==> config.mk <==
export PLATFORM = sky130hd
export DESIGN_NAME = hitreg_seq_ctrl
export DESIGN_NICKNAME = d
export VERILOG_FILES = /design/src/rtl/hitreg_seq_ctrl.sv
export SDC_FILE = /design/constraint.sdc
export NUM_CORES = 1
export LEC_CHECK = 0
export ABC_CLOCK_PERIOD_IN_PS = 2400
export CAP_MARGIN = 20
export CORE_MARGIN = 2
export CORE_UTILIZATION = 48
export CTS_CLUSTER_DIAMETER = 100
export CTS_CLUSTER_SIZE = 8
export DETAILED_ROUTE_END_ITERATION = 8
export GPL_ROUTABILITY_DRIVEN = 0
export MAX_ROUTING_LAYER = met4
export PLACE_DENSITY_LB_ADDON = 0.08
export SYNTH_ARGS = -nofsm -noshare
export SYNTH_HDL_FRONTEND = slang
export SYNTH_SLANG_ARGS = --single-unit
export TNS_END_PERCENT = 50
==> constraint.sdc <==
create_clock -name clock -period 2.4 [get_ports clock]
set_input_delay 0.36 -clock clock [delete_from_list [all_inputs] [get_ports clock]]
set_output_delay 0.36 -clock clock [all_outputs]
set_load 0.005 [all_outputs]
==> src/rtl/hitreg_seq_ctrl.sv <==
// hitreg_seq_ctrl: per-event load/settle/evaluate/present/advance/flush sequencer for the hit register bank.
module hitreg_seq_ctrl #(
    parameter int         SETTLE_CYC = 2,
    parameter logic [5:0] REQ_MASK   = 6'h3F,
    parameter int         MAX_COMB   = 4096,
    parameter int         CW         = 13
) (
    input  logic          clock,
    input  logic          reset,
    input  logic          in_we,
    input  logic          in_ee,
    output logic          in_hold,
    output logic          hr_we,
    output logic          hr_gnext,
    output logic          hr_clear,
    output logic          hr_reset,
    input  logic [5:0]    hr_empty,
    input  logic [5:0]    hr_overflow,
    input  logic          hr_glast,
    input  logic          hr_out_of_order,
    output logic          fit_valid,
    output logic          fit_last,
    input  logic          fit_ready,
    output logic          ev_done,
    output logic [3:0]    ev_status,
    output logic [CW-1:0] ev_ncomb
);
    localparam int SW = SETTLE_CYC > 1 ? $clog2(SETTLE_CYC) : 1;
    localparam logic [2:0] LOAD    = 3'd0;
    localparam logic [2:0] SETTLE  = 3'd1;
    localparam logic [2:0] EVAL    = 3'd2;
    localparam logic [2:0] PRESENT = 3'd3;
    localparam logic [2:0] ADVANCE = 3'd4;
    localparam logic [2:0] FLUSH   = 3'd5;

    logic [2:0]    state, state_n;
    logic [SW-1:0] cnt;
    logic [CW-1:0] ncomb;
    logic          last_q, trunc, ooo, ovf, no_comb;
    logic          accept, full, err, missing;

    assign accept    = state == PRESENT && fit_ready;
    assign full      = ncomb + CW'(1) == CW'(MAX_COMB);
    assign err       = ooo | ovf;
    assign missing   = (hr_empty & REQ_MASK) != 6'd0;
    assign in_hold   = state != LOAD;
    assign hr_we     = in_we && state == LOAD;
    assign hr_gnext  = state == ADVANCE;
    assign hr_clear  = state == FLUSH;
    assign hr_reset  = reset | hr_clear;
    assign fit_valid = state == PRESENT;
    assign fit_last  = fit_valid & last_q;
    assign ev_done   = hr_clear;
    assign ev_status = ev_done ? {trunc, ooo, ovf, no_comb} : 4'd0;
    assign ev_ncomb  = ev_done ? ncomb : '0;

    always_comb begin
        state_n = state;
        case (state)
            LOAD:    state_n = in_ee ? SETTLE : LOAD;
            SETTLE:  state_n = cnt == '0 ? EVAL : SETTLE;
            EVAL:    state_n = err || missing ? FLUSH : PRESENT;
            PRESENT: state_n = !fit_ready ? PRESENT : (last_q || full) ? FLUSH : ADVANCE;
            ADVANCE: state_n = SETTLE;
            default: state_n = LOAD;
        endcase
    end

    always_ff @(posedge clock or posedge reset) begin
        if (reset) begin
            state   <= LOAD;
            cnt     <= '0;
            ncomb   <= '0;
            last_q  <= 1'b0;
            trunc   <= 1'b0;
            ooo     <= 1'b0;
            ovf     <= 1'b0;
            no_comb <= 1'b0;
        end else begin
            state <= state_n;
            cnt   <= state == SETTLE ? cnt - SW'(1) : SW'(SETTLE_CYC - 1);
            if (state == EVAL)
                last_q <= hr_glast;
            if (state == FLUSH) begin
                ncomb   <= '0;
                trunc   <= 1'b0;
                ooo     <= 1'b0;
                ovf     <= 1'b0;
                no_comb <= 1'b0;
            end else begin
                if (accept && ncomb != CW'(MAX_COMB))
                    ncomb <= ncomb + CW'(1);
                if (accept && !last_q && full)
                    trunc <= 1'b1;
                if (state == LOAD && hr_out_of_order)
                    ooo <= 1'b1;
                // a word offered while holding is lost, so the event is reported as overflowed
                if ((state == LOAD && |hr_overflow) || (in_we && in_hold))
                    ovf <= 1'b1;
                if (state == EVAL && !err && missing)
                    no_comb <= 1'b1;
            end
        end
    end
endmodule

* Word-level counts from Yosys, hierarchy flattened *
Cells that the tools add are included.

storage, ports and cells
  memories kept = 0
  logic and storage cells = 63
  bits in read-only memories = 0
  flip-flop bits (word level) = 22
  latch bits = 0
  RAM bits = 0
  bits of input ports = 19

cells by class
  reductions and logical operators = 24
  multiply operators = 0
  shift operators = 0
  add/subtract/negate cells = 2
  eq/ne operators = 7
  div/mod/pow operators = 0
  multiplexer cells = 19
  bitwise logic cells = 3
  $lt $le $gt $ge = 0

operators by type and width
  operator                 count
  $mux W13                 3
  $pmux W3 S5              1
  $add A13 B1 Y13 const B  1
  $eq A13 B13 Y1 const B   1
  $ne A13 B13 Y1 const B   1
  $mux W1                  11
  $logic_and A1 B1 Y1      10
  $reduce_bool A2 Y1       5
  $eq A3 B2 Y1 const B     2
  $eq A3 B3 Y1 const B     2
  $mux W3                  2
  $reduce_bool A6 Y1       1
  $reduce_or A6 Y1         1
  $mux W4                  1
  $eq A3 B1 Y1 const B     1
  $logic_not A3 Y1         1
  $logic_or A1 B1 Y1       3
  $reduce_bool A3 Y1       1
  $logic_not A1 Y1         2
  $mux W2                  1
  $or A1 B1 Y1             2
  $and A1 B1 Y1            1
  $sub A1 B1 Y1 const B    1

* Longest topological paths before layout *
  depth after elaboration = 6
  mapped depth = 9
  depth with buffers taken out = 7

* Least setup slack after synthesis *
OpenSTA, ideal clock, no wires.

  path kind = register to register
  from = register ncomb[0]
  to = register ncomb[11]
  path slack = 0.394 ns
  clock period less this slack = 2.006 ns
  stages on the path, launching flop included = 10
  arrival time = 1.938 ns
  data required time = 2.332 ns
  path through = dfrtp_1 inv_1 ha_1 nor4bb_1 and4_1 buf_6 or2_1 clkbuf_2 or4_1 nand3_1

on the way
  longest elaborated chain between the ends = 3
  elaborated cells between the ends (all ways) = 6
  classes of those cells = 1 x add/sub; 1 x eq/ne; 2 x mux; 2 x reduce/logical

ends and longest elaborated chain
  what                                                      RTL line  RTL
  start: declaration                                        38        logic [CW-1:0] ncomb;
  start signal: assignment                                  92        ncomb <= ncomb + CW'(1);
  $add A13 B1 Y13 / $ne A13 B13 Y1 (equally long branches)  92, 91
  $mux W13 / $logic_and A1 B1 Y1 (equally long branches)    91        if (accept && ncomb != CW'(MAX_COMB))
  $mux W13 / $reduce_bool A2 Y1 (equally long branches)     n/a

Parallel ways exist; a longest one is shown, timed or not. The select of a mux whose other input is x is not followed.
A chain may end at the register's enable or synchronous reset.

* Final worst setup path *
  from = register state[1]
  to = output ev_ncomb[11]

on the way
  longest elaborated chain between the ends = 2

ends and longest elaborated chain
  what                      RTL line  RTL
  start: declaration        36        logic [2:0] state, state_n;
  start signal: assignment  80        state <= state_n;
  $eq A3 B3 Y1              49        assign hr_clear = state == FLUSH;
  $mux W13                  55        assign ev_ncomb = ev_done ? ncomb : '0;
  end: declaration          26        output logic [CW-1:0] ev_ncomb

Every way passes these cells.

==> summary.md <==
| Metric | Value |
|---|---|
| Outcome | `finished, final reports clean` |
| Critical path's top delay family | `buffers and inverters` |
| R2R cell count | `6` |
| Main synth FF type | `dfrtp_1` |
| Num Clock Sinks | `22` |
| Yosys warning count | `0` |
| Instance count on the critical path | `4` |
| Final net count | `256` |
| Top Ports | `44` |
| Detailed-route via count | `1594` |
| Reg2reg end | `trunc` |
| Area Growth Syn to Fin | `28.0%` |
| Max incr delay on CP | `0.51 ns` |
| # fillers | `313` |
| CTS tree | `yes` |
| CTS root buffer | `clkbuf_4` |
| Netlist Area Pre-Place | `1620 sq um` |
| Async SR Flop Fraction | `100%` |
| Detailed Routing Iterations Pass 1 | `4` |
| Fin. Hold Viols | `0` |
| Die area | `3850 sq um` |
| Max Freq | `435 MHz` |
| Most common cell after layout, fill and taps aside | `clkdlybuf4s50_1` |
| Yosys reg bits | `22` |
| Synth Area per Inst | `8.21 sq um` |
| CTS clk-pin slew, worst paths | `0.13 ns` |
| Max-Cap Viols | `0` |
| Layout cells sized above 1 | `9.44%` |
| Skew-Pair Late Insertion Delay | `0.30 ns` |
| Antenna violations before repair | `0` |
| H-Tree Depth | `1` |
| Drt total wl | `4.17 mm` |
| CP required | `2.04 ns` |
| Peak VDD IR | `0.340 mV` |
| Pin count of the biggest net entering global routing | `23` |
| DP Wirelength | `3.15 mm` |
| Critical-path top delay cell | `dfrtp_2` |
| Net count after synthesis | `219` |
| Worst EP arrival | `1.94 ns` |
| Worst slew margin | `60.6%` |
| GRT overflow | `0` |
| First-pass GRT wire length | `6.84 mm` |
| Post-synth EDFFs | `0` |
| Max Fanout on Critical Path | `15` |
| CP Class | `flip-flop to primary output` |
| Vias per cell | `5.71` |
| Row cnt | `21` |
| Vias in the first global route | `1425` |
| Cell variety after synth | `46` |
| Routed len/inst | `14.9 microns` |
| Worst r2r src | `ncomb[0]` |
| Clock Path Buffers | `2` |
| Worst Hold Class | `primary input to async pin` |
| Antenna diode count | `0` |
| Post-CTS Setup Bufs | `0` |
| Die Y | `62.1 microns` |
| Synth Instances | `197` |
| Post-route minimum period | `2.30 ns` |
| Final ANT Viol Nets | `0` |
| Sequential-to-total area share from yosys stat | `34.0%` |
| Startpoint Class | `flip-flop` |
| Worst setup margin | `0.100 ns` |
| Cell Chain, Critical Path | `nor2b_1, buf_4, and3_1, clkdlybuf4s50_1` |
| GRT Util Overall | `24.3%` |
| Clock buffers created by TritonCTS | `3` |
| Crit path buf inv count | `2` |
| Skew final | `0.00147 ns` |
| Setup crit end kind | `primary output` |
| Worst slack, placed | `0.263 ns` |
| Reg2reg setup slack | `0.23 ns` |
| I/O Buffers | `43` |
| RSZ-0062 raised after global routing | `no` |
| 1st-iter DRT viols | `67` |
| Worst-Margin Slew | `0.589 ns` |
| Power density cells | `638 nW/um^2` |
| Final Cycle Share | `95.8%` |
| Final setup fails | `0` |
| Fin. max-slew vios | `0` |
| Most frequent cells in the layout | `clkdlybuf4s50_1 (43), nand2_1 (20), dfrtp_1 (20)` |
| Core box area | `3280 sq um` |
| DRC | `0` |
| Initial core utilization | `49.3%` |
| Setup TNS Final | `0 ns` |
| Die X | `62.1 microns` |
| Leakage power | `0.887 nW` |
## synth_stat cells (all sizes together), types with 4 or more instances
master	number	area, sq um
a22o	4	36.3
dfrtp	22	551
nand2	21	78.8
mux2i	4	40.0
inv	11	41.3
and3	15	96.3
xnor2	4	35.0
a21oi	6	30.0
clkbuf	7	27.5
o21ai	13	65.1
nor4	4	25.0
nand4	4	25.0
nor3	10	50.1
nand3	6	30.0
buf	11	101
nor2	15	58.8
## cell type report
type | count | area (sq um) | area share, %
sequential | 22 | 553 | 26.7
clock buffer | 4 | 36.3 | 1.75
multi-input combinational | 146 | 900 | 43.4
inverter | 11 | 41.3 | 1.99
tap | 46 | 57.6 | 2.78
timing repair buffer | 50 | 483 | 23.3
## sequential cells by signal, summed over array words and instances (netlist names)
signal	flops
cnt	1
last_q	1
ncomb	13
no_comb	1
ooo	1
ovf	1
state	3
trunc	1
## cell families after synthesis
family	synth area share, %
simple gates	30.4
compound gates	15.6
buf+inv	10.5
flops	34.0
xor+xnor	3.25
mux	3.87
fa+ha+maj	2.32
## stage by stage
stage / utilization (%) / total power, W / hold slack [ns] / instance area [sq um] / cells
final: 63.0 / 0.00132 / 0.440 / 2070 / 279
after global placement: 61.8 / 0.00109 / 0.460 / 2030 / 275
after global routing: 63.0 / 0.00142 / 0.473 / 2070 / 279
after CTS: 63.0 / 0.00132 / 0.449 / 2070 / 279
after floorplan: - / 0.000870 / 0.358 / 1620 / 197
after detailed placement: 61.8 / 0.00110 / 0.493 / 2030 / 275
## worst register-to-register path: stages, from the launching register on
cell	delay (ns)
dfrtp_1	0.47
ha_1	0.34
and4_1	0.31
nand4_1	0.25
mux2i_1	0.22
nand4_1	0.15
o41ai_1	0.32
## timing repair
item | 4_1_cts | 5_1_grt
hold buffers | 0 | 0
gates resized for setup | 2 | 2
gates cloned | 0 | 0
endpoints found under the setup margin | 2 | 18
## where the power goes
group	internal, W	leakage [nW]	switching [W]
Clock	0.0000925	0.0210	0.000116
Combinational	0.000273	0.584	0.000284
Sequential	0.000444	0.281	0.000111
Total	0.000809	0.887	0.000511
## how the worst max path moves through the flow
stage | from | end | slack, ns
after global placement | ncomb[0] | ncomb[9] | 0.34
after global routing | state[1] | ev_ncomb[10] | 0.005
final | state[1] | ev_ncomb[11] | 0.10
after floorplan | ncomb[0] | ncomb[11] | 0.39
after detailed placement | ncomb[0] | trunc | 0.26
after CTS | state[1] | ev_ncomb[11] | 0.06
## routing by layer
metal | GRT usage [%] | wire length [microns] | up-vias
li1 | - | - | 771
met1 | 33.2 | 1920 | 763
met2 | 38.8 | 2000 | 58
met3 | 2.90 | 227 | 2
met4 | 5.17 | 20 | 0
met5 | - | 0 | -
Power figures use the tool's default switching activity.
